**config.mk**
```make
export PLATFORM = sky130hd
export DESIGN_NAME = framebuffer_arbiter_flat
export DESIGN_NICKNAME = d
export VERILOG_FILES = /design/src/rtl/framebuffer_arbiter_pkg.sv /design/src/rtl/framebuffer_arbiter_if.sv /design/src/rtl/framebuffer_arbiter_fb_wr_fifo.sv /design/src/rtl/framebuffer_arbiter.sv /design/src/flat_wrapper.sv
export SDC_FILE = /design/constraint.sdc
export NUM_CORES = 1
export LEC_CHECK = 0
export ABC_AREA = 0
export CELL_PAD_IN_SITES_DETAIL_PLACEMENT = 0
export CELL_PAD_IN_SITES_GLOBAL_PLACEMENT = 2
export CORE_UTILIZATION = 51
export CTS_CLUSTER_DIAMETER = 80
export DETAILED_ROUTE_END_ITERATION = 8
export GPL_TIMING_DRIVEN = 0
export MAX_ROUTING_LAYER = met4
export PLACE_DENSITY = 0.91
export SLEW_MARGIN = 25
export SYNTH_ARGS = -nofsm -noshare
export SYNTH_HDL_FRONTEND = slang
export SYNTH_SLANG_ARGS = --single-unit
```
**constraint.sdc**
```tcl
create_clock -name clk -period 15.7 [get_ports clk]
set_input_delay 4.71 -clock clk [delete_from_list [all_inputs] [get_ports clk]]
set_output_delay 4.71 -clock clk [all_outputs]
set_load 0.05 [all_outputs]
```
**src/rtl/framebuffer_arbiter_pkg.sv**
```systemverilog
// framebuffer_arbiter_pkg
// Shared definitions for the framebuffer arbiter slice:
//   - default geometry / width parameters used by the interface and top
//   - arbiter command-state encoding (S_IDLE, S_VIDEO, S_WRITE)
//   - FRAME_PIXELS, the number of visible pixels (valid write address range)
package framebuffer_arbiter_pkg;

  localparam int DEF_TOTAL_COLS  = 800;
  localparam int DEF_TOTAL_ROWS  = 525;
  localparam int DEF_ACTIVE_COLS = 640;
  localparam int DEF_ACTIVE_ROWS = 480;
  localparam int DEF_ADDR_WIDTH  = 19;
  localparam int DEF_DATA_WIDTH  = 12;
  localparam int DEF_RD_LATENCY  = 2;
  localparam int DEF_FIFO_DEPTH  = 16;

  // Command state registered one cycle after the counts are evaluated.
  localparam logic [1:0] S_IDLE  = 2'd0;
  localparam logic [1:0] S_VIDEO = 2'd1;
  localparam logic [1:0] S_WRITE = 2'd2;

  // Number of visible pixels; any write address at or above this is discarded.
  function automatic int frame_pixels(input int cols, input int rows);
    return cols * rows;
  endfunction

  localparam int FRAME_PIXELS = DEF_ACTIVE_COLS * DEF_ACTIVE_ROWS;

endpackage

```
**src/rtl/framebuffer_arbiter_if.sv**
```systemverilog
// framebuffer_arbiter_if
// Bundles every non-clock/reset signal of the arbiter.
//   slave  : view of the arbiter (counts, writer, RAM read data in; RAM
//            command, video output, writer status out)
//   master : view of the surrounding system / testbench
// Signals:
//   hsync, vsync, col_count, row_count : timing from the counter stage
//   wr_valid, wr_addr, wr_data, wr_ready, wr_err, fifo_level : pixel writer
//   ram_addr, ram_rd_en, ram_wr_en, ram_wr_data, ram_rd_data : RAM port
//   hsync_out, vsync_out, pixel, pixel_valid : delayed video output
interface framebuffer_arbiter_if
  import framebuffer_arbiter_pkg::*;
#(
  parameter int ADDR_WIDTH = DEF_ADDR_WIDTH,
  parameter int DATA_WIDTH = DEF_DATA_WIDTH,
  parameter int FIFO_DEPTH = DEF_FIFO_DEPTH
);
  localparam int LEVEL_W = $clog2(FIFO_DEPTH) + 1;

  logic                  hsync;
  logic                  vsync;
  logic [9:0]            col_count;
  logic [9:0]            row_count;
  logic                  wr_valid;
  logic [ADDR_WIDTH-1:0] wr_addr;
  logic [DATA_WIDTH-1:0] wr_data;
  logic                  wr_ready;
  logic                  wr_err;
  logic [LEVEL_W-1:0]    fifo_level;
  logic [ADDR_WIDTH-1:0] ram_addr;
  logic                  ram_rd_en;
  logic                  ram_wr_en;
  logic [DATA_WIDTH-1:0] ram_wr_data;
  logic [DATA_WIDTH-1:0] ram_rd_data;
  logic                  hsync_out;
  logic                  vsync_out;
  logic [DATA_WIDTH-1:0] pixel;
  logic                  pixel_valid;

  modport slave (
    input  hsync, vsync, col_count, row_count,
    input  wr_valid, wr_addr, wr_data,
    output wr_ready, wr_err, fifo_level,
    output ram_addr, ram_rd_en, ram_wr_en, ram_wr_data,
    input  ram_rd_data,
    output hsync_out, vsync_out, pixel, pixel_valid
  );

  modport master (
    output hsync, vsync, col_count, row_count,
    output wr_valid, wr_addr, wr_data,
    input  wr_ready, wr_err, fifo_level,
    input  ram_addr, ram_rd_en, ram_wr_en, ram_wr_data,
    output ram_rd_data,
    input  hsync_out, vsync_out, pixel, pixel_valid
  );

endinterface

```
**src/rtl/framebuffer_arbiter_fb_wr_fifo.sv**
```systemverilog
// fb_wr_fifo
// Synchronous first-word-fall-through FIFO holding pending pixel writes.
// Ports:
//   clk, rst       : clock, asynchronous active-high reset (empties FIFO)
//   push/push_data : enqueue request; ignored while full
//   pop/pop_data   : dequeue request; pop_data shows the head entry at all times
//   full, empty    : occupancy flags
//   level          : current number of stored entries (0..DEPTH)
// DEPTH must be a power of two (>= 2).
module fb_wr_fifo #(
  parameter int WIDTH = 31,
  parameter int DEPTH = 16
) (
  input  logic                     clk,
  input  logic                     rst,
  input  logic                     push,
  input  logic [WIDTH-1:0]         push_data,
  input  logic                     pop,
  output logic [WIDTH-1:0]         pop_data,
  output logic                     full,
  output logic                     empty,
  output logic [$clog2(DEPTH):0]   level
);
  localparam int PW = $clog2(DEPTH);

  logic [WIDTH-1:0] mem [DEPTH];
  logic [PW:0]      wr_ptr;
  logic [PW:0]      rd_ptr;
  logic             do_push;
  logic             do_pop;

  // Pointers carry one extra wrap bit, so their difference is the occupancy.
  assign level    = wr_ptr - rd_ptr;
  assign full     = (level == (PW+1)'(DEPTH));
  assign empty    = (level == (PW+1)'(0));
  assign do_push  = push && !full;
  assign do_pop   = pop && !empty;
  assign pop_data = mem[rd_ptr[PW-1:0]];

  // Read/write pointer advance.
  always_ff @(posedge clk or posedge rst) begin
    if (rst) begin
      wr_ptr <= (PW+1)'(0);
      rd_ptr <= (PW+1)'(0);
    end else begin
      if (do_push) wr_ptr <= wr_ptr + (PW+1)'(1);
      if (do_pop)  rd_ptr <= rd_ptr + (PW+1)'(1);
    end
  end

  // Storage array; contents are don't-care until written, so no reset.
  always_ff @(posedge clk) begin
    if (do_push) mem[wr_ptr[PW-1:0]] <= push_data;
  end

endmodule

```
**src/rtl/framebuffer_arbiter.sv**
```systemverilog
// framebuffer_arbiter
// Shares one single-port framebuffer RAM between video scan-out and a pixel
// writer. Each active-video cycle issues a RAM read at the scan pointer;
// buffered writes drain only in blanking cycles. Syncs and pixel-valid are
// delayed RD_LATENCY+2 cycles so they line up with the returned pixel.
// Ports:
//   clk : single clock
//   rst : asynchronous active-high reset
//   bus : framebuffer_arbiter_if.slave (counts/syncs, writer handshake,
//         RAM command/data, delayed video output)
module framebuffer_arbiter
  import framebuffer_arbiter_pkg::*;
#(
  parameter int TOTAL_COLS  = DEF_TOTAL_COLS,
  parameter int TOTAL_ROWS  = DEF_TOTAL_ROWS,
  parameter int ACTIVE_COLS = DEF_ACTIVE_COLS,
  parameter int ACTIVE_ROWS = DEF_ACTIVE_ROWS,
  parameter int ADDR_WIDTH  = DEF_ADDR_WIDTH,
  parameter int DATA_WIDTH  = DEF_DATA_WIDTH,
  parameter int RD_LATENCY  = DEF_RD_LATENCY,
  parameter int FIFO_DEPTH  = DEF_FIFO_DEPTH
) (
  input logic clk,
  input logic rst,
  framebuffer_arbiter_if.slave bus
);
  localparam int ENTRY_W   = ADDR_WIDTH + DATA_WIDTH;
  localparam int DLY       = RD_LATENCY + 2;
  localparam int LEVEL_W   = $clog2(FIFO_DEPTH) + 1;
  localparam int FRAME_PIX = frame_pixels(ACTIVE_COLS, ACTIVE_ROWS);
  localparam int CNT_W     = $clog2((TOTAL_COLS > TOTAL_ROWS) ? TOTAL_COLS : TOTAL_ROWS);

  localparam logic [CNT_W-1:0]      ACT_COLS_C  = CNT_W'(ACTIVE_COLS);
  localparam logic [CNT_W-1:0]      ACT_ROWS_C  = CNT_W'(ACTIVE_ROWS);
  localparam logic [ADDR_WIDTH-1:0] FRAME_PIX_C = ADDR_WIDTH'(FRAME_PIX);

  logic [CNT_W-1:0]      col;
  logic [CNT_W-1:0]      row;
  logic                  video;
  logic                  pop;
  logic                  in_range;
  logic                  fifo_full;
  logic                  fifo_empty;
  logic [LEVEL_W-1:0]    fifo_level;
  logic [ENTRY_W-1:0]    entry;
  logic [ADDR_WIDTH-1:0] entry_addr;
  logic [DATA_WIDTH-1:0] entry_data;

  logic [1:0]            state_r;
  logic                  wr_err_r;
  logic [ADDR_WIDTH-1:0] ram_addr_r;
  logic [DATA_WIDTH-1:0] ram_wr_data_r;
  logic [ADDR_WIDTH-1:0] scan_ptr_r;
  logic [DLY-1:0]        valid_dly_r;
  logic [DLY-1:0]        hsync_dly_r;
  logic [DLY-1:0]        vsync_dly_r;
  logic [DATA_WIDTH-1:0] pixel_r;

  assign col = bus.col_count[CNT_W-1:0];
  assign row = bus.row_count[CNT_W-1:0];

  fb_wr_fifo #(
    .WIDTH (ENTRY_W),
    .DEPTH (FIFO_DEPTH)
  ) u_fifo (
    .clk       (clk),
    .rst       (rst),
    .push      (bus.wr_valid),
    .push_data ({bus.wr_addr, bus.wr_data}),
    .pop       (pop),
    .pop_data  (entry),
    .full      (fifo_full),
    .empty     (fifo_empty),
    .level     (fifo_level)
  );

  assign entry_addr = entry[ENTRY_W-1:DATA_WIDTH];
  assign entry_data = entry[DATA_WIDTH-1:0];

  // Slot decision: video always wins; a blanking cycle drains one FIFO entry.
  always_comb begin
    video    = (col < ACT_COLS_C) && (row < ACT_ROWS_C);
    pop      = !video && !fifo_empty;
    in_range = (entry_addr < FRAME_PIX_C);
  end

  // Command register: state, RAM address/data (held in idle), discard flag.
  always_ff @(posedge clk or posedge rst) begin
    if (rst) begin
      state_r       <= S_IDLE;
      wr_err_r      <= 1'b0;
      ram_addr_r    <= {ADDR_WIDTH{1'b0}};
      ram_wr_data_r <= {DATA_WIDTH{1'b0}};
    end else begin
      wr_err_r <= 1'b0;
      if (video) begin
        state_r    <= S_VIDEO;
        ram_addr_r <= scan_ptr_r;
      end else if (pop) begin
        state_r <= S_WRITE;
        if (in_range) begin
          ram_addr_r    <= entry_addr;
          ram_wr_data_r <= entry_data;
        end else begin
          // Out-of-range entry is consumed without touching the RAM.
          wr_err_r <= 1'b1;
        end
      end else begin
        state_r <= S_IDLE;
      end
    end
  end

  // Scan pointer: linear read address, cleared throughout vertical blanking.
  always_ff @(posedge clk or posedge rst) begin
    if (rst) begin
      scan_ptr_r <= {ADDR_WIDTH{1'b0}};
    end else if (row >= ACT_ROWS_C) begin
      scan_ptr_r <= {ADDR_WIDTH{1'b0}};
    end else if (video) begin
      scan_ptr_r <= scan_ptr_r + ADDR_WIDTH'(1);
    end
  end

  // Delay lines: bit k holds the value sampled k+1 cycles earlier.
  always_ff @(posedge clk or posedge rst) begin
    if (rst) begin
      valid_dly_r <= {DLY{1'b0}};
      hsync_dly_r <= {DLY{1'b0}};
      vsync_dly_r <= {DLY{1'b0}};
    end else begin
      valid_dly_r <= {valid_dly_r[DLY-2:0], video};
      hsync_dly_r <= {hsync_dly_r[DLY-2:0], bus.hsync};
      vsync_dly_r <= {vsync_dly_r[DLY-2:0], bus.vsync};
    end
  end

  // Pixel capture: valid_dly_r[RD_LATENCY] marks the cycle read data returns.
  always_ff @(posedge clk or posedge rst) begin
    if (rst) begin
      pixel_r <= {DATA_WIDTH{1'b0}};
    end else if (valid_dly_r[RD_LATENCY]) begin
      pixel_r <= bus.ram_rd_data;
    end else begin
      pixel_r <= {DATA_WIDTH{1'b0}};
    end
  end

  // Strobes decode directly from registered state; they are mutually exclusive.
  assign bus.ram_rd_en   = (state_r == S_VIDEO);
  assign bus.ram_wr_en   = (state_r == S_WRITE) && !wr_err_r;
  assign bus.ram_addr    = ram_addr_r;
  assign bus.ram_wr_data = ram_wr_data_r;
  assign bus.wr_err      = wr_err_r;
  assign bus.wr_ready    = !fifo_full;
  assign bus.fifo_level  = fifo_level;
  assign bus.pixel       = pixel_r;
  assign bus.pixel_valid = valid_dly_r[DLY-1];
  assign bus.hsync_out   = hsync_dly_r[DLY-1];
  assign bus.vsync_out   = vsync_dly_r[DLY-1];

endmodule
```
**src/flat_wrapper.sv**
```systemverilog
// flat-port wrapper written by rule: the top's interface ports become plain ports
module framebuffer_arbiter_flat import framebuffer_arbiter_pkg::*;
#(
  parameter int TOTAL_COLS  = DEF_TOTAL_COLS,
  parameter int TOTAL_ROWS  = DEF_TOTAL_ROWS,
  parameter int ACTIVE_COLS = DEF_ACTIVE_COLS,
  parameter int ACTIVE_ROWS = DEF_ACTIVE_ROWS,
  parameter int ADDR_WIDTH  = DEF_ADDR_WIDTH,
  parameter int DATA_WIDTH  = DEF_DATA_WIDTH,
  parameter int RD_LATENCY  = DEF_RD_LATENCY,
  parameter int FIFO_DEPTH  = DEF_FIFO_DEPTH
)
  (clk, rst, bus_hsync, bus_vsync, bus_col_count, bus_row_count, bus_wr_valid, bus_wr_addr, bus_wr_data, bus_wr_ready, bus_wr_err, bus_fifo_level, bus_ram_addr, bus_ram_rd_en, bus_ram_wr_en, bus_ram_wr_data, bus_ram_rd_data, bus_hsync_out, bus_vsync_out, bus_pixel, bus_pixel_valid);
  framebuffer_arbiter_if #(.ADDR_WIDTH(ADDR_WIDTH), .DATA_WIDTH(DATA_WIDTH), .FIFO_DEPTH(FIFO_DEPTH)) bus_i ();
  input logic clk;
  input logic rst;
  input wire logic [$bits(bus_i.hsync)-1:0] bus_hsync;
  input wire logic [$bits(bus_i.vsync)-1:0] bus_vsync;
  input wire logic [$bits(bus_i.col_count)-1:0] bus_col_count;
  input wire logic [$bits(bus_i.row_count)-1:0] bus_row_count;
  input wire logic [$bits(bus_i.wr_valid)-1:0] bus_wr_valid;
  input wire logic [$bits(bus_i.wr_addr)-1:0] bus_wr_addr;
  input wire logic [$bits(bus_i.wr_data)-1:0] bus_wr_data;
  output wire logic [$bits(bus_i.wr_ready)-1:0] bus_wr_ready;
  output wire logic [$bits(bus_i.wr_err)-1:0] bus_wr_err;
  output wire logic [$bits(bus_i.fifo_level)-1:0] bus_fifo_level;
  output wire logic [$bits(bus_i.ram_addr)-1:0] bus_ram_addr;
  output wire logic [$bits(bus_i.ram_rd_en)-1:0] bus_ram_rd_en;
  output wire logic [$bits(bus_i.ram_wr_en)-1:0] bus_ram_wr_en;
  output wire logic [$bits(bus_i.ram_wr_data)-1:0] bus_ram_wr_data;
  input wire logic [$bits(bus_i.ram_rd_data)-1:0] bus_ram_rd_data;
  output wire logic [$bits(bus_i.hsync_out)-1:0] bus_hsync_out;
  output wire logic [$bits(bus_i.vsync_out)-1:0] bus_vsync_out;
  output wire logic [$bits(bus_i.pixel)-1:0] bus_pixel;
  output wire logic [$bits(bus_i.pixel_valid)-1:0] bus_pixel_valid;
  assign bus_i.hsync = bus_hsync;
  assign bus_i.vsync = bus_vsync;
  assign bus_i.col_count = bus_col_count;
  assign bus_i.row_count = bus_row_count;
  assign bus_i.wr_valid = bus_wr_valid;
  assign bus_i.wr_addr = bus_wr_addr;
  assign bus_i.wr_data = bus_wr_data;
  assign bus_wr_ready = bus_i.wr_ready;
  assign bus_wr_err = bus_i.wr_err;
  assign bus_fifo_level = bus_i.fifo_level;
  assign bus_ram_addr = bus_i.ram_addr;
  assign bus_ram_rd_en = bus_i.ram_rd_en;
  assign bus_ram_wr_en = bus_i.ram_wr_en;
  assign bus_ram_wr_data = bus_i.ram_wr_data;
  assign bus_i.ram_rd_data = bus_ram_rd_data;
  assign bus_hsync_out = bus_i.hsync_out;
  assign bus_vsync_out = bus_i.vsync_out;
  assign bus_pixel = bus_i.pixel;
  assign bus_pixel_valid = bus_i.pixel_valid;
  framebuffer_arbiter #(.TOTAL_COLS(TOTAL_COLS), .TOTAL_ROWS(TOTAL_ROWS), .ACTIVE_COLS(ACTIVE_COLS), .ACTIVE_ROWS(ACTIVE_ROWS), .ADDR_WIDTH(ADDR_WIDTH), .DATA_WIDTH(DATA_WIDTH), .RD_LATENCY(RD_LATENCY), .FIFO_DEPTH(FIFO_DEPTH)) u_core (.clk(clk), .rst(rst), .bus(bus_i));
endmodule
```
# Yosys cells after proc, flatten, opt, wreduce, memory -nomap -nowiden
# Memory sizes are Yosys's and may differ from the RTL's.
# Index checks and enable logic that the tools add are counted.
[totals] register_bits=87 ramBits=496 out_inout_bits=55 n_memories=1
[op_classes] add_sub_neg=4 n_lt_le_gt_ge=4 n_eq_ne=3 n_mux=13 bitwise=1 n_reduce_logical=15
[mem_list] name="u_core.u_fifo.mem" depth=16 word_bits=31 rd=1 rd_clocked_by_memory_dff=0 wr=1 line_no="framebuffer_arbiter_fb_wr_fifo.sv:26" text="logic [WIDTH-1:0] mem [DEPTH];"
[op_table] cell="$mux 19" n=5
[op_table] cell="$add 19x1->19 const B" n=1
[op_table] cell="$lt 19x19->1 const B" n=1
[op_table] cell="$mux 12" n=1
[op_table] cell="$add 5x1->5 const B" n=2
[op_table] cell="$ge 10x9->1 const B" n=1
[op_table] cell="$lt 10x10->1 const B" n=1
[op_table] cell="$lt 10x9->1 const B" n=1
[op_table] cell="$reduce_bool 2->1" n=3
[op_table] cell="$eq 5x5->1 const B" n=1
[op_table] cell="$logic_and 1x1->1" n=5
[op_table] cell="$logic_not 5->1" n=1
[op_table] cell="$mux 1" n=5
[op_table] cell="$sub 5x5->5" n=1
[op_table] cell="$logic_not 1->1" n=4
[op_table] cell="$mux 2" n=2
[op_table] cell="$reduce_and 3->1" n=1
[op_table] cell="$eq 2x1->1 const B" n=1
[op_table] cell="$eq 2x2->1 const B" n=1
[op_table] cell="$reduce_and 2->1" n=1
[op_table] cell="$not 1->1" n=1

# Depth between registers and ports, before layout
[logic_depth] word_depth=6 depth_mapped=15

# Hierarchy
# A second synthesis with hierarchy kept.
[unflattened] hier_cells=1192 area_unflattened_um2=22813.1
[by_module_without_submodules] mod="fb_wr_fifo" n_inst=1 cells_per_inst=946 area_per_inst_um2=19665.1
[by_module_without_submodules] mod="framebuffer_arbiter" n_inst=1 cells_per_inst=246 area_per_inst_um2=3148.0

# Worst setup path before layout
# No wires, ideal clock.
[synth_timing] path_kind="register to output" from="register u_core.u_fifo.rd_ptr[1]" to="output port bus_wr_ready" arrival_time_ps=3390 required_ps=10990 slack_ps=7600 path_stages_with_launch=10 n_path_buf=4 cell_sequence="dfrtp_1 > buf_2 > clkbuf_1 > buf_2 > buf_1 > inv_1 > fa_1 > xor2_1 > nor3_1 > o211ai_1"
[synth_via] elab_chain_cells=3
[synth_rtl] item="start: declaration" line_no="framebuffer_arbiter_fb_wr_fifo.sv:28" text="logic [PW:0] rd_ptr;"
[synth_rtl] item="start signal: assignment" line_no="framebuffer_arbiter_fb_wr_fifo.sv:44" text="rd_ptr <= (PW+1)'(0);"
[synth_rtl] item="start signal: assignment" line_no="framebuffer_arbiter_fb_wr_fifo.sv:47" text="if (do_pop) rd_ptr <= rd_ptr + (PW+1)'(1);"
[synth_rtl] item="$sub 5x5->5" line_no="framebuffer_arbiter_fb_wr_fifo.sv:33" text="assign level = wr_ptr - rd_ptr;"
[synth_rtl] item="via bus_fifo_level[2]" line_no="flat_wrapper.sv:26" text="output wire logic [$bits(bus_i.fifo_level)-1:0] bus_fifo_level;"
[synth_rtl] item="$eq 5x5->1" line_no="framebuffer_arbiter_fb_wr_fifo.sv:34" text="assign full = (level == (PW+1)'(DEPTH));"
[synth_rtl] item="$logic_not 1->1" line_no="framebuffer_arbiter.sv:155" text="assign bus.wr_ready = !fifo_full;"
[synth_rtl] item="end: declaration" line_no="flat_wrapper.sv:24" text="output wire logic [$bits(bus_i.wr_ready)-1:0] bus_wr_ready;"
# The timed path passes the listed nets, and every way through them passes these cells.

# Worst setup path in the final report
[layout_timing] from="register u_core.u_fifo.rd_ptr[1]" to="output port bus_wr_ready"
[layout_via] elab_chain_cells=3
[layout_rtl] item="$sub 5x5->5" line_no="framebuffer_arbiter_fb_wr_fifo.sv:33"
[layout_rtl] item="$eq 5x5->1" line_no="framebuffer_arbiter_fb_wr_fifo.sv:34"
[layout_rtl] item="$logic_not 1->1" line_no="framebuffer_arbiter.sv:155"
# Every way passes these cells.

==> results_dict.tcl <==
set metrics [dict create \
    h-tree-depth 2 \
    root_buffer "clkbuf_16" \
    cts_hold_buffers 0 \
    synth-simple-area-share 0.0330 \
    synth.area.mux_share 0.166 \
    cts.clk_slew.worst_paths_ns 0.06 \
    drtPass1Iterations 5 \
    core_area_um2 43300 \
    power_w 0.00520 \
    synth_area_um2 22400 \
    slew_headroom 0.299 \
    route.antenna.remaining_nets 0 \
    rrSetupSlack_ns 9.62 \
    place.gp.congestion 0.747 \
    post-route-drc-count 0 \
    rsz0062_at_grt "no" \
    min_from "u_core.hsync_dly_r[1]$_DFF_PP0_" \
    cts_setup_buffers 0 \
    hold_violations 0 \
    syn_inst 1055 \
    worst-endpoint-required_ns 10.99 \
    synth.avg_cell_area_um2 21.3 \
    r2r-start "u_core.u_fifo.rd_ptr[1]$_DFFE_PP0P_" \
    synth_fp_nets 1134 \
    async_reset_ff_frac 0.148 \
    reg2regPathDepth 18 \
    area_delta_synth_final_pct 20.1 \
    cap_violations 0 \
    cts_tree "built" \
    cts.sinks 582 \
    final_util 0.623 \
    layout.cells.non_filler 1901 \
    grt-ovfl-total 0 \
    fin_crit_sh 0.633 \
    ys_ff_latch 582 \
    hold_path.class "flop to flop" \
    fin_nets 1342 \
    yosys_warnings 0 \
    cts_resized 0 \
    clock_skew_ns 0.0281 \
    synth-xor-area-share 0.0109 \
    grt_pass1_wl_um 75300 \
    grt_usage 0.245 \
    drt_iter0_markers 1244 \
    slew_violations 0 \
    r2r-end "u_core.u_fifo.mem[3][1]$_DFFE_PP_" \
    synth_fa_ha_area_frac 0.00647 \
    hpwl_um 31700 \
    ys_types 47 \
    vdd_drop_max_v 0.000149 \
    clock_path_buffers 3 \
    ys.flop_type "edfxtp_1" \
    vias 11200 \
    die_y_um 212 \
    port_buffers 110 \
    tightest_slew_ns 1.05 \
    synth_top_family_by_area "multiplexers" \
    grt_max_degree 59 \
    synth_edf_count 496 \
    fp.dieArea_um2 44800 \
    whs_path_depth 0 \
    cts-buffers-inserted 56 \
    period_minus_slack_ns 9.93 \
    dp_cells 1790 \
    cp_max_fo 10 \
    power_density_nw_per_um2 193 \
    status "finished, final reports clean" \
    wl_per_cell_um 26.7 \
    fmax_mhz 101 \
    num_rows 76 \
    cp.arrival_ns 5.22 \
    seq_area_frac_synth 0.760 \
    drt_wl_total_um 50800 \
    setup_viol 0 \
    antenna_found_initial 4 \
    drive_above_1_share 0.257 \
    grt_pass1_vias 11600 \
    hold_path_end "u_core.hsync_dly_r[2]$_DFF_PP0_" \
    start_util 0.519 \
    routed_via_density 5.87 \
    end_kind "primary output" \
    critPathKind "flop to primary output" \
    tns_ns 0 \
    clock_latency_ns 0.63 \
    io_pins 123 \
    leakage_nw 9.12 \
    cp-start-kind "flop" \
    synth_compound_area_frac 0.0109 \
    chipWidth_um 212 \
]
report_power, final:
part / switching [W] / internal [W] / total (W)
combinational: 0.00108 / 0.000827 / 0.00190
clock: 0.000570 / 0.000771 / 0.00134
sequential: 0.0000665 / 0.00189 / 0.00195
total: 0.00171 / 0.00349 / 0.00520
cells in the mapped netlist (2+ instances only):
| library cell | number | area (um2) |
|---|---|---|
| nand3_1 | 8 | 40.0 |
| dfrtp_1 | 86 | 2150 |
| a22oi_1 | 12 | 90.1 |
| buf_2 | 11 | 55.1 |
| edfxtp_1 | 496 | 14900 |
| clkbuf_1 | 22 | 82.6 |
| ha_1 | 10 | 125 |
| mux2_4 | 10 | 150 |
| nor3_1 | 7 | 35.0 |
| nand4_1 | 8 | 50.1 |
| xnor2_1 | 12 | 105 |
| and3_1 | 5 | 31.3 |
| o21ai_1 | 2 | 10.0 |
| o211ai_1 | 2 | 15.0 |
| nand2b_1 | 3 | 18.8 |
| mux2_2 | 10 | 113 |
| o21ai_0 | 6 | 30.0 |
| nor2b_1 | 4 | 25.0 |
| inv_1 | 12 | 45.0 |
| mux2_1 | 9 | 101 |
| a21oi_1 | 3 | 15.0 |
| nand2_1 | 70 | 263 |
| xor2_1 | 16 | 140 |
| nor3b_1 | 2 | 15.0 |
| buf_1 | 8 | 30.0 |
| nor2_1 | 34 | 128 |
| mux4_2 | 149 | 3360 |
| buf_6 | 5 | 56.3 |
| and2_1 | 15 | 93.8 |
flip-flops by register name, summed over array words and instances (netlist names), 4 cells and up:
signal	flops
u_core.u_fifo.rd_ptr	5
u_core.hsync_dly_r	4
u_core.vsync_dly_r	4
u_core.bus.ram_wr_data	12
u_core.u_fifo.wr_ptr	5
u_core.bus.pixel	12
u_core.scan_ptr_r	19
u_core.u_fifo.mem	496
u_core.bus.ram_addr	19
critical path: stages, from the launching register on:
cell	delay, ns
dfrtp_1	0.35
buf_2	0.26
clkbuf_1	0.46
buf_2	0.42
buf_1	0.77
inv_1	0.26
fa_1	0.51
a21o_1	0.18
a21oi_1	0.17
xor2_1	0.21
inv_1	0.08
o211ai_1	0.11
clkdlybuf4s50_1	0.84
metrics by stage:
| step | instance area (um2) | setup WS [ns] | hold slack, ns |
|---|---|---|---|
| floorplan | 22400 | 7.60 | 0.331 |
| global placement | 24300 | 4.81 | 0.334 |
| detailed placement | 25100 | 6.50 | 0.336 |
| CTS | 26900 | 5.78 | 0.351 |
| global route | 26900 | 5.55 | 0.353 |
| finish | 26900 | 5.77 | 0.348 |
layer usage:
metal,routed length (um),up-vias,GRT usage
li1,-,4704,-
met1,19800,5852,0.312
met2,26000,500,0.396
met3,3620,104,0.0490
met4,1440,0,0.0812
met5,0,-,-
how the worst max path moves through the flow:
stage | depth (start not counted) | end | start | slack, ns
floorplan | 9 | bus_wr_ready | u_core.u_fifo.rd_ptr[1]$_DFFE_PP0P_ | 7.60
global placement | 5 | u_core.u_fifo.mem[3][7]$_DFFE_PP_ | bus_wr_valid | 4.81
CTS | 12 | bus_wr_ready | u_core.u_fifo.rd_ptr[1]$_DFFE_PP0P_ | 5.78
finish | 12 | bus_wr_ready | u_core.u_fifo.rd_ptr[1]$_DFFE_PP0P_ | 5.77
global route | 12 | bus_wr_ready | u_core.u_fifo.rd_ptr[1]$_DFFE_PP0P_ | 5.55
detailed placement | 12 | bus_wr_ready | u_core.u_fifo.rd_ptr[1]$_DFFE_PP0P_ | 6.50
final cells by class:
| type | count | area (um2) |
|---|---|---|
| clock inverter | 29 | 300 |
| inverter | 14 | 57.6 |
| fill | 2940 | 16300 |
| tap | 585 | 732 |
| timing repair buffer | 150 | 1810 |
| antenna | 5 | 12.5 |
| buffer | 47 | 236 |
| multi-input combinational | 412 | 5210 |
| clock buffer | 77 | 1540 |
| sequential | 582 | 17000 |
layout by cell type (no fill, tap or decap), types with 9 or more instances in the layout:
| cell type | netlist | layout |
|---|---|---|
| and2_1 | 15 | 15 |
| xnor2_1 | 12 | 12 |
| a22oi_1 | 12 | 12 |
| clkbuf_16 | 0 | 56 |
| buf_16 | 0 | 19 |
| clkinv_1 | 1 | 10 |
| ha_1 | 10 | 10 |
| clkbuf_1 | 22 | 36 |
| buf_6 | 5 | 10 |
| dfrtp_1 | 86 | 86 |
| nand2_1 | 70 | 70 |
| xor2_1 | 16 | 16 |
| mux2_4 | 10 | 10 |
| inv_1 | 12 | 10 |
| clkdlybuf4s50_1 | 0 | 110 |
| edfxtp_1 | 496 | 496 |
| mux2_2 | 10 | 10 |
| mux2_1 | 9 | 9 |
| buf_2 | 11 | 13 |
| buf_4 | 1 | 16 |
| nor2_4 | 0 | 11 |
| nor2_1 | 34 | 23 |
| mux4_2 | 149 | 149 |
logic make-up after synthesis:
| kind of cell | count (synthesis) |
|---|---|
| fa+ha+maj | 11 |
| flops | 582 |
| mux | 179 |
| xor+xnor | 28 |
| buf+inv | 61 |
| compound gates | 33 |
| simple gates | 161 |
Power figures use the tool's default switching activity.
